File: config.mk
export PLATFORM = sky130hd
export DESIGN_NAME = gauss_stream_ctrl
export DESIGN_NICKNAME = d
export VERILOG_FILES = /design/src/rtl/gauss_stream_ctrl.sv
export SDC_FILE = /design/constraint.sdc
export NUM_CORES = 1
export LEC_CHECK = 0
export CAP_MARGIN = 30
export CORE_MARGIN = 2
export CORE_UTILIZATION = 46
export DETAILED_ROUTE_END_ITERATION = 6
export PLACE_DENSITY = 0.75
export SLEW_MARGIN = 10
export SYNTH_ARGS = -nofsm -noshare
export SYNTH_HDL_FRONTEND = slang
export SYNTH_SLANG_ARGS = --single-unit
File: constraint.sdc
create_clock -name i_clk -period 1.8 [get_ports i_clk]
set_input_delay 0.54 -clock i_clk [delete_from_list [all_inputs] [get_ports i_clk]]
set_output_delay 0.54 -clock i_clk [all_outputs]
set_load 0.01 [all_outputs]
File: src/rtl/gauss_stream_ctrl.sv
`timescale 1ns/1ps
// gauss_stream_ctrl: frame sequencer for the 3x3 Gaussian filter datapath.
// Latency: win_en/col/row are combinational with pixel acceptance; results appear
//   PIPE_LAT enabled cycles after the window is accepted.
// Backpressure: a held result (o_m_valid & ~i_m_ready) freezes the whole datapath
//   (o_pipe_en=0) and blocks input acceptance.
//
// Ports:
//   i_clk, i_rst_n           clock, async active-low reset
//   i_start                  arms one frame (IDLE only)
//   i_s_valid / o_s_ready    input pixel handshake
//   o_win_en, o_pipe_en      shift enables for line buffers/windows and kernel pipe
//   o_col, o_row             position of the pixel accepted this cycle
//   o_m_valid/o_m_last/i_m_ready  result handshake at datapath output
//   o_busy, o_done           frame in progress / one-cycle completion pulse
// Optional macro GAUSS_CTRL_ERR_EN adds i_err_clr and the sticky protocol error o_err.
module gauss_stream_ctrl #(
  parameter int IMG_W    = 640,
  parameter int IMG_H    = 480,
  parameter int COL_W    = 10,
  parameter int ROW_W    = 9,
  parameter int PIPE_LAT = 3
) (
`ifdef GAUSS_CTRL_ERR_EN
  input  logic             i_err_clr,
  output logic             o_err,
`endif
  input  logic             i_clk,
  input  logic             i_rst_n,
  input  logic             i_start,
  input  logic             i_s_valid,
  output logic             o_s_ready,
  output logic             o_win_en,
  output logic             o_pipe_en,
  output logic [COL_W-1:0] o_col,
  output logic [ROW_W-1:0] o_row,
  output logic             o_m_valid,
  output logic             o_m_last,
  input  logic             i_m_ready,
  output logic             o_busy,
  output logic             o_done
);

  localparam logic [1:0] ST_IDLE  = 2'd0;
  localparam logic [1:0] ST_RUN   = 2'd1;
  localparam logic [1:0] ST_DRAIN = 2'd2;
  localparam logic [1:0] ST_DONE  = 2'd3;

  localparam logic [COL_W-1:0] COL_LAST = COL_W'(IMG_W - 1);
  localparam logic [ROW_W-1:0] ROW_LAST = ROW_W'(IMG_H - 1);

  logic [1:0]          state_q, state_d;
  logic [COL_W-1:0]    col_q, col_d;
  logic [ROW_W-1:0]    row_q, row_d;
  logic [PIPE_LAT-1:0] vld_q, last_q;

  logic stall;
  logic win_vld;
  logic win_last;
  logic at_col_last;
  logic at_row_last;

  // A result held at the output freezes every stage, so nothing is lost or duplicated.
  assign stall     = o_m_valid & ~i_m_ready;
  assign o_pipe_en = ~stall;
  assign o_s_ready = (state_q == ST_RUN) & ~stall;
  assign o_win_en  = i_s_valid & o_s_ready;

  assign o_col = col_q;
  assign o_row = row_q;

  assign at_col_last = (col_q == COL_LAST);
  assign at_row_last = (row_q == ROW_LAST);

  // Window centred one pixel up-left of the newest pixel; only full interior windows count.
  assign win_vld  = o_win_en & (col_q >= COL_W'(2)) & (row_q >= ROW_W'(2));
  assign win_last = win_vld & at_col_last & at_row_last;

  assign o_m_valid = vld_q[PIPE_LAT-1];
  assign o_m_last  = last_q[PIPE_LAT-1];
  assign o_busy    = (state_q == ST_RUN) | (state_q == ST_DRAIN);
  assign o_done    = (state_q == ST_DONE);

  always_comb begin
    state_d = state_q;
    col_d   = col_q;
    row_d   = row_q;
    case (state_q)
      ST_IDLE: begin
        if (i_start) begin
          state_d = ST_RUN;
          col_d   = '0;
          row_d   = '0;
        end
      end
      ST_RUN: begin
        if (o_win_en) begin
          if (at_col_last) begin
            col_d = '0;
            if (at_row_last) begin
              row_d   = '0;
              state_d = ST_DRAIN;
            end else begin
              row_d = row_q + ROW_W'(1);
            end
          end else begin
            col_d = col_q + COL_W'(1);
          end
        end
      end
      ST_DRAIN: begin
        // Bubbles keep entering the pipe until the flagged last result is taken.
        if (o_m_valid & o_m_last & i_m_ready) begin
          state_d = ST_DONE;
        end
      end
      ST_DONE: begin
        state_d = ST_IDLE;
      end
      default: begin
        state_d = ST_IDLE;
      end
    endcase
  end

  always_ff @(posedge i_clk or negedge i_rst_n) begin
    if (!i_rst_n) begin
      state_q <= ST_IDLE;
      col_q   <= '0;
      row_q   <= '0;
    end else begin
      state_q <= state_d;
      col_q   <= col_d;
      row_q   <= row_d;
    end
  end

  // Valid/last travel alongside the kernel data; a 0 bubble enters on idle enabled cycles.
  always_ff @(posedge i_clk or negedge i_rst_n) begin
    if (!i_rst_n) begin
      vld_q  <= '0;
      last_q <= '0;
    end else if (o_pipe_en) begin
      vld_q[0]  <= win_vld;
      last_q[0] <= win_last;
      for (int i = 1; i < PIPE_LAT; i++) begin
        vld_q[i]  <= vld_q[i-1];
        last_q[i] <= last_q[i-1];
      end
    end
  end

`ifdef GAUSS_CTRL_ERR_EN
  logic err_q, err_d;
  logic err_set;

  assign err_set = (i_start & (state_q != ST_IDLE))
                 | (i_s_valid & ((state_q == ST_IDLE) | (state_q == ST_DRAIN)));

  always_comb begin
    err_d = err_q;
    if (i_err_clr) begin
      err_d = 1'b0;
    end else if (err_set) begin
      err_d = 1'b1;
    end
  end

  always_ff @(posedge i_clk or negedge i_rst_n) begin
    if (!i_rst_n) begin
      err_q <= 1'b0;
    end else begin
      err_q <= err_d;
    end
  end

  assign o_err = err_q;
`endif

endmodule

==> results.md, run 1 <==
* Status: complete, but fails checks
* Violated checks: negative setup slack
* Worst-margin pin slew at 0.388 ns
* HPWL after detailed placement at 3030 um
* Relative slew slack at 74.1%
* Y dimension of the die at 62.0 um
* Remaining global-route overflow at 0
* Number of buffer and inverter instances along the worst setup path at 3
* Crit path launch type: flip-flop
* Maximum number of pins on one net before global-route repair at 28
* Yosys cell types at 39
* Clock tree root driver cell: sky130_fd_sc_hd__clkbuf_4
* Final max-slew violation count at 0
* Detailed Route Iter0 Violations at 139
* Leak Pwr at 1.38 nW
* Number of clock sinks seen by CTS at 27
* X dimension of the die at 62.0 um
* HP Start: vld_q[1]$_DFFE_PN0N_
* Timing startpoint of the critical path: state_q[0]$_DFFE_PN0P_
* Clock tree from TritonCTS: done
* Antenna-violating nets left at 0
* Mean instance size in the synthesized netlist at 9.72 um^2
* Area growth, synth to finish at 70.6%
* Worst Clk Skew at 0.00175 ns
* Max-cap violations at 0
* Post-Syn Nets at 172
* Layout cell share with drive strength beyond 1 at 44.8%
* Crit path top cell by count: sky130_fd_sc_hd__buf_4
* Final estimated routing congestion in global placement at 0.894
* Final routed DRC violation total at 0
* Critical setup path kind: reg -> reg
* Clock H-tree levels at 1
* Most frequent cell after synthesis: sky130_fd_sc_hd__dfrtp_1
* Fmax achieved at 514 MHz
* Placement Setup Slack at -0.612 ns
* Clock-pin slew reported for the worst setup and hold paths after clock tree synthesis at 0.14 ns
* Sequential cell area fraction in the yosys report at 43.7%
* Diodes inserted at 0
* Async S/R FF share, synth at 100%
* Power Dens Cells at 1240 nW/um^2
* Share of the synthesized area in the top cell type at 43.7%
* I/O Buffers at 30
* Post-detailed-route wirelength per cell at 17.1 um
* Number of setup violations in the final report at 18
* Most used DFF post-synth: sky130_fd_sc_hd__dfrtp_1
* Total I/O pin count at 31
* Critical R2R Launch: state_q[0]$_DFFE_PN0P_
* Final Cell Area at 2640 um^2
* Commonest cells post-synth: sky130_fd_sc_hd__dfrtp_1, sky130_fd_sc_hd__nor2_1, sky130_fd_sc_hd__nand3_1
* Setup WS post-layout at -0.144 ns
* Worst hold path class: reg -> reg
* Post-layout net count at 264
* Number of hold violations in the final report at 0
* Die area at 3840 um^2
* Worst-case clock buffer depth at 2
* Hold-fix buffer count after cts at 0
* Wire length of the first global-routing pass at 7890 um
* Effective utilization at floorplan at 47.0%
* Vias after detailed routing at 1616
* Total power of the final layout at 3.27 mW
* Data required, critical path at 2.03 ns
* Number of instances in the synthesized netlist at 159
* Area inside the core boundary at 3280 um^2
* Worst-case vdd ir drop at 0.709 mV
* Slowest cell on the critical path: sky130_fd_sc_hd__dfrtp_1
* Critical path fanouts, max at 6
* Unrepaired setup endpoints after global routing: yes
* Drt first pass iters at 4
* Count of state elements after synthesis at 27
* Cell type with the highest aggregate area in the netlist: sky130_fd_sc_hd__dfrtp_1
* CP arrival at 2.18 ns
* Vias in the first global route at 1653
* Final sum of negative setup slack at -1.67 ns
* Chain of cells forming the critical path: buf_6 -> ha_4 -> nand2b_1 -> nand4b_1 -> buf_4 -> a21oi_4 -> buf_4 -> mux2i_1 -> nand2_1
* Cell area reported after detailed placement at 2250 um^2
* Period Utilization, post-route at 108%
* Synthesis Warnings at 0
* Row Count at 21
* Kind of end point of the critical path: flip-flop
* Overall Global Routing Usage at 28.6%
* Worst skew pair latency at 0.33 ns
* Number of antenna violations at the first check in global routing at 0
* Cell class contributing the biggest share of worst-path delay: buffers and inverters
* Final critical delay including setup and external delays at 1.94 ns
* Routed wire length at 5050 um
* Leading post-synthesis cells by cell area: sky130_fd_sc_hd__dfrtp_1, sky130_fd_sc_hd__ha_1, sky130_fd_sc_hd__xnor2_1
* CP peak stage delay at 0.45 ns
* EDFF count, synth at 0
* CTS Buf Count at 3
* Routed vias/inst at 5.46
* Area of the mapped netlist at 1550 um^2
[worst paths after layout]
kind	slack, ns	cells after the start	to
setup / recovery	-0.14	9	o_row[4]$_DFFE_PN0P_
hold / removal	0.50	1	vld_q[2]$_DFFE_PN0N_
setup reg to reg	-0.14	9	o_row[4]$_DFFE_PN0P_
hold reg to reg	0.50	1	vld_q[2]$_DFFE_PN0N_
max in group asynchronous	0.96	2	o_col[2]$_DFFE_PN0P_
min in group asynchronous	0.56	2	o_row[3]$_DFFE_PN0P_
[per-stage QoR]
step	instances	hold WS (ns)	utilization, %
after CTS	294	0.514	78.4
after global routing	296	0.515	80.3
after global placement	270	0.467	68.5
after floorplan	159	0.244	-
final	296	0.504	80.3
after detailed placement	270	0.481	68.5
[per-layer routing]
metal	global-route usage [%]	vias up	part of all wire [%]
li1	-	745	-
met1	34.3	770	40
met2	51.8	80	52
met3	3.31	21	4.7
met4	10.9	0	3.7
met5	0	-	0
[cells by family after synthesis]
group                    share of synthesized area (%)
AND/OR/NAND/NOR                                   24.5
flip-flops                                        43.7
AO/OA/AOI/OAI                                     11.8
buffers and inverters                             4.21
XOR/XNOR                                          5.10
adder cells (fa/ha/maj)                           6.48
multiplexers                                      4.21
[cell usage in the layout, fill, tap and decap left out, drive strengths merged, types with 3 or more instances in the layout]
cell and instances:
a22o 4, nand2b 4, nand2 10, dlymetal6s2s 5, o21ai 4, mux2 4
a21o 4, nand3 12, buf 67, clkbuf 4, xnor2 9, ha 8
nor3 9, dlygate4sd2 16, inv 10, dfrtp 27, nor4 5, clkdlybuf4s50 3
nor2 15
[report_power, final]
group,internal [mW],switching (mW)
Clock,0.0870,0.180
Combinational,1.20,1.07
Sequential,0.680,0.0562
[registers in the layout (all words and copies together) (netlist names)]
| name | count |
|---|---|
| last_q | 3 |
| o_col | 10 |
| o_row | 9 |
| state_q | 2 |
| vld_q | 3 |
[layout make-up]
cell class                 count  area (um^2)
multi-input combinational    117         1030
timing repair buffer          92          795
sequential                    27          688
clock buffer                   4         26.3
fill                         191          648
tap                           46         57.6
inverter                      10         42.5
[repair_timing]
action / 4_1_cts / 5_1_grt
setup endpoints to repair: 45 / 31
pin swaps: 22 / 12
setup buffers: 21 / 3
gates resized for setup: 80 / 15
Note: power is estimated with default switching activity, not from simulation.
==> run 2, diff against run 1 <==
Settings changed: CORE_UTILIZATION 46 to 40, PLACE_DENSITY 0.75 to 0.67.
==> run 2 against run 1 <==
  * The run still ends with negative setup slack left
  * Via count shrank 5.1%
  * Flip-flop and latch count is the same
  * Maximum frequency grew 5.3%
  * Combinational power shrank 19%
  * Clock power grew 29%
  * Total power shrank 10%
  * Final area shrank 2.9%
  * Register-to-register slack gained 0.10 ns
  * Routed wire length shrank 15%
  * Critical endpoint is now o_row[6]$_DFFE_PN0P_
  * Largest power group unchanged
==> results.md, run 2 (same netlist as run 1, synthesis figures left out) <==
* Vias in the first global route at 1573
* Worst Clk Skew at 0.00542 ns
* Worst-margin pin slew at 0.354 ns
* Met1 Use GR at 27.2%
* Met2 capacity usage during global routing at 38.8%
* Final critical delay including setup and external delays at 1.85 ns
* Final-layout worst hold slack at 0.477 ns
* Y dimension of the die at 66.2 um
* Layout cell share with drive strength beyond 1 at 43.3%
* CP arrival at 2.02 ns
* Critical setup path kind: in -> reg
* Clock-pin slew reported for the worst setup and hold paths after clock tree synthesis at 0.09 ns
* Total power of the final layout at 2.93 mW
* Area inside the core boundary at 3690 um^2
* HPWL after detailed placement at 2950 um
* I/O Buffers at 30
* Final Cell Area at 2560 um^2
* Antenna-violating nets left at 0
* Max-cap violations at 0
* Final estimated routing congestion in global placement at 0.848
* Effective utilization at floorplan at 41.9%
* Unrepaired setup endpoints after global routing: yes
* Kind of end point of the critical path: flip-flop
* Worst hold path class: reg -> reg
* CTS Buf Count at 3
* Busiest layer in global routing: met2
* Post-layout net count at 259
* Leak Pwr at 1.32 nW
* Maximum number of pins on one net before global-route repair at 28
* Setup WS post-layout at -0.0465 ns
* Number of fill cells at 284
* Routed vias/inst at 5.24
* Number of flip-flops under the largest register name at 10
* Power Dens Cells at 1150 nW/um^2
* Fmax achieved at 542 MHz
* Post-detailed-route wirelength per cell at 14.6 um
* Violated checks: negative setup slack
* Row Count at 22
* Number of hold violations in the final report at 0
* Worst-case clock buffer depth at 2
* Overall Global Routing Usage at 21.5%
* Period Utilization, post-route at 103%
* Critical path fanouts, max at 4
* Hold-fix buffer count after cts at 0
* Crit path launch type: primary input
* Routed wire length at 4280 um
* Status: complete, but fails checks
* Clock H-tree levels at 1
* Commonest non-fill, non-tap cells in the layout: sky130_fd_sc_hd__buf_4, sky130_fd_sc_hd__dfrtp_1, sky130_fd_sc_hd__dlygate4sd2_1, sky130_fd_sc_hd__nor2_1, sky130_fd_sc_hd__nand3_1
* Area growth, synth to finish at 65.6%
* Detailed Route Iter0 Violations at 48
* Number of clock sinks seen by CTS at 27
* Relative slew slack at 76.3%
* Wire length of the first global-routing pass at 7260 um
* Data required, critical path at 1.97 ns
* Most common library cell in the layout ignoring fill and taps: sky130_fd_sc_hd__buf_4
* Post-layout utilization of the core at 69.4%
* Clock tree from TritonCTS: done
* Remaining global-route overflow at 0
* Worst-case vdd ir drop at 0.942 mV
* Final max-slew violation count at 0
* Final routed DRC violation total at 0
* Worst skew pair latency at 0.27 ns
* Total I/O pin count at 31
* Drt first pass iters at 4
* X dimension of the die at 66.2 um
* Number of setup violations in the final report at 8
* Cell area reported after detailed placement at 2270 um^2
* Register-to-register setup slack at -0.04 ns
* Die area at 4380 um^2
* Vias after detailed routing at 1534
* Clock tree root driver cell: sky130_fd_sc_hd__clkbuf_8
* Number of antenna violations at the first check in global routing at 0
* Diodes inserted at 0
* Final sum of negative setup slack at -0.193 ns
* Met3 layer usage reported by global route at 2.56%
==> run 2: changes by cell type in the layout (fill, tap and decap cells not counted), sizes merged <==
cell           previous run  this run
dlygate4sd2              16        15
dlymetal6s2s              5         3
clkdlybuf4s50             3         6
clkinv                    0         1
buf                      67        61
==> run 2: final cells by class <==
| cell class | count | area [um^2] | share of cell area (%) |
|---|---|---|---|
| well taps | 48 | 60.1 | 2.35 |
| flip-flops and latches | 27 | 686 | 26.8 |
| multi-input cells | 117 | 1000 | 39.1 |
| clock inverters | 1 | 5.00 | 0.196 |
| inverters | 10 | 37.5 | 1.47 |
| repair buffers | 87 | 729 | 28.5 |
| clock buffers | 3 | 41.3 | 1.61 |
==> run 2: routing by layer <==
metal	wire, um	vias up
met1	1860	757
met4	48	0
met3	127	6
li1	-	738
met5	0	-
met2	2250	33
==> run 2: path summary, 6_finish.rpt <==
path                                              from                    to  depth (start not counted)
min in group asynchronous                      i_rst_n  o_col[5]$_DFFE_PN0P_                          2
worst max-delay path                           i_start  o_row[6]$_DFFE_PN0P_                          8
worst min-delay path              vld_q[1]$_DFFE_PN0N_  vld_q[2]$_DFFE_PN0N_                          1
max in group asynchronous                      i_rst_n  o_col[1]$_DFFE_PN0P_                          2
worst max register to register  state_q[0]$_DFFE_PN0P_  o_row[6]$_DFFE_PN0P_                          9
worst min register to register    vld_q[1]$_DFFE_PN0N_  vld_q[2]$_DFFE_PN0N_                          1
==> run 2: repair_timing <==
item / CTS / global route
pin swaps: 6 / 15
cloned: 1 / 0
setup endpoints to repair: 43 / 23
gates resized for setup: 59 / 15
setup buffers: 12 / 4
==> run 2: through the flow <==
stage / setup slack, ns / cells
2_1_floorplan: -0.0422 / 159
3_3_place_gp: -0.652 / 273
3_5_place_dp: -0.666 / 273
4_1_cts: -0.0170 / 289
5_1_grt: -0.168 / 293
6_report: -0.0465 / 293
==> run 2: where the power goes <==
part / switching (mW) / internal [mW] / total (mW)
Sequential: 0.0588 / 0.679 / 0.738
Clock: 0.190 / 0.155 / 0.345
Combinational: 0.900 / 0.952 / 1.85
Total: 1.15 / 1.79 / 2.93
==> run 2: worst max-delay path, stage by stage <==
cell and delay, ns:
sky130_fd_sc_hd__clkdlybuf4s50_1 0.44, sky130_fd_sc_hd__nand2b_1 0.14, sky130_fd_sc_hd__nand4b_1 0.17, sky130_fd_sc_hd__buf_4 0.18, sky130_fd_sc_hd__buf_6 0.12, sky130_fd_sc_hd__a2111oi_4 0.20
sky130_fd_sc_hd__xnor2_1 0.15, sky130_fd_sc_hd__nor2_1 0.06
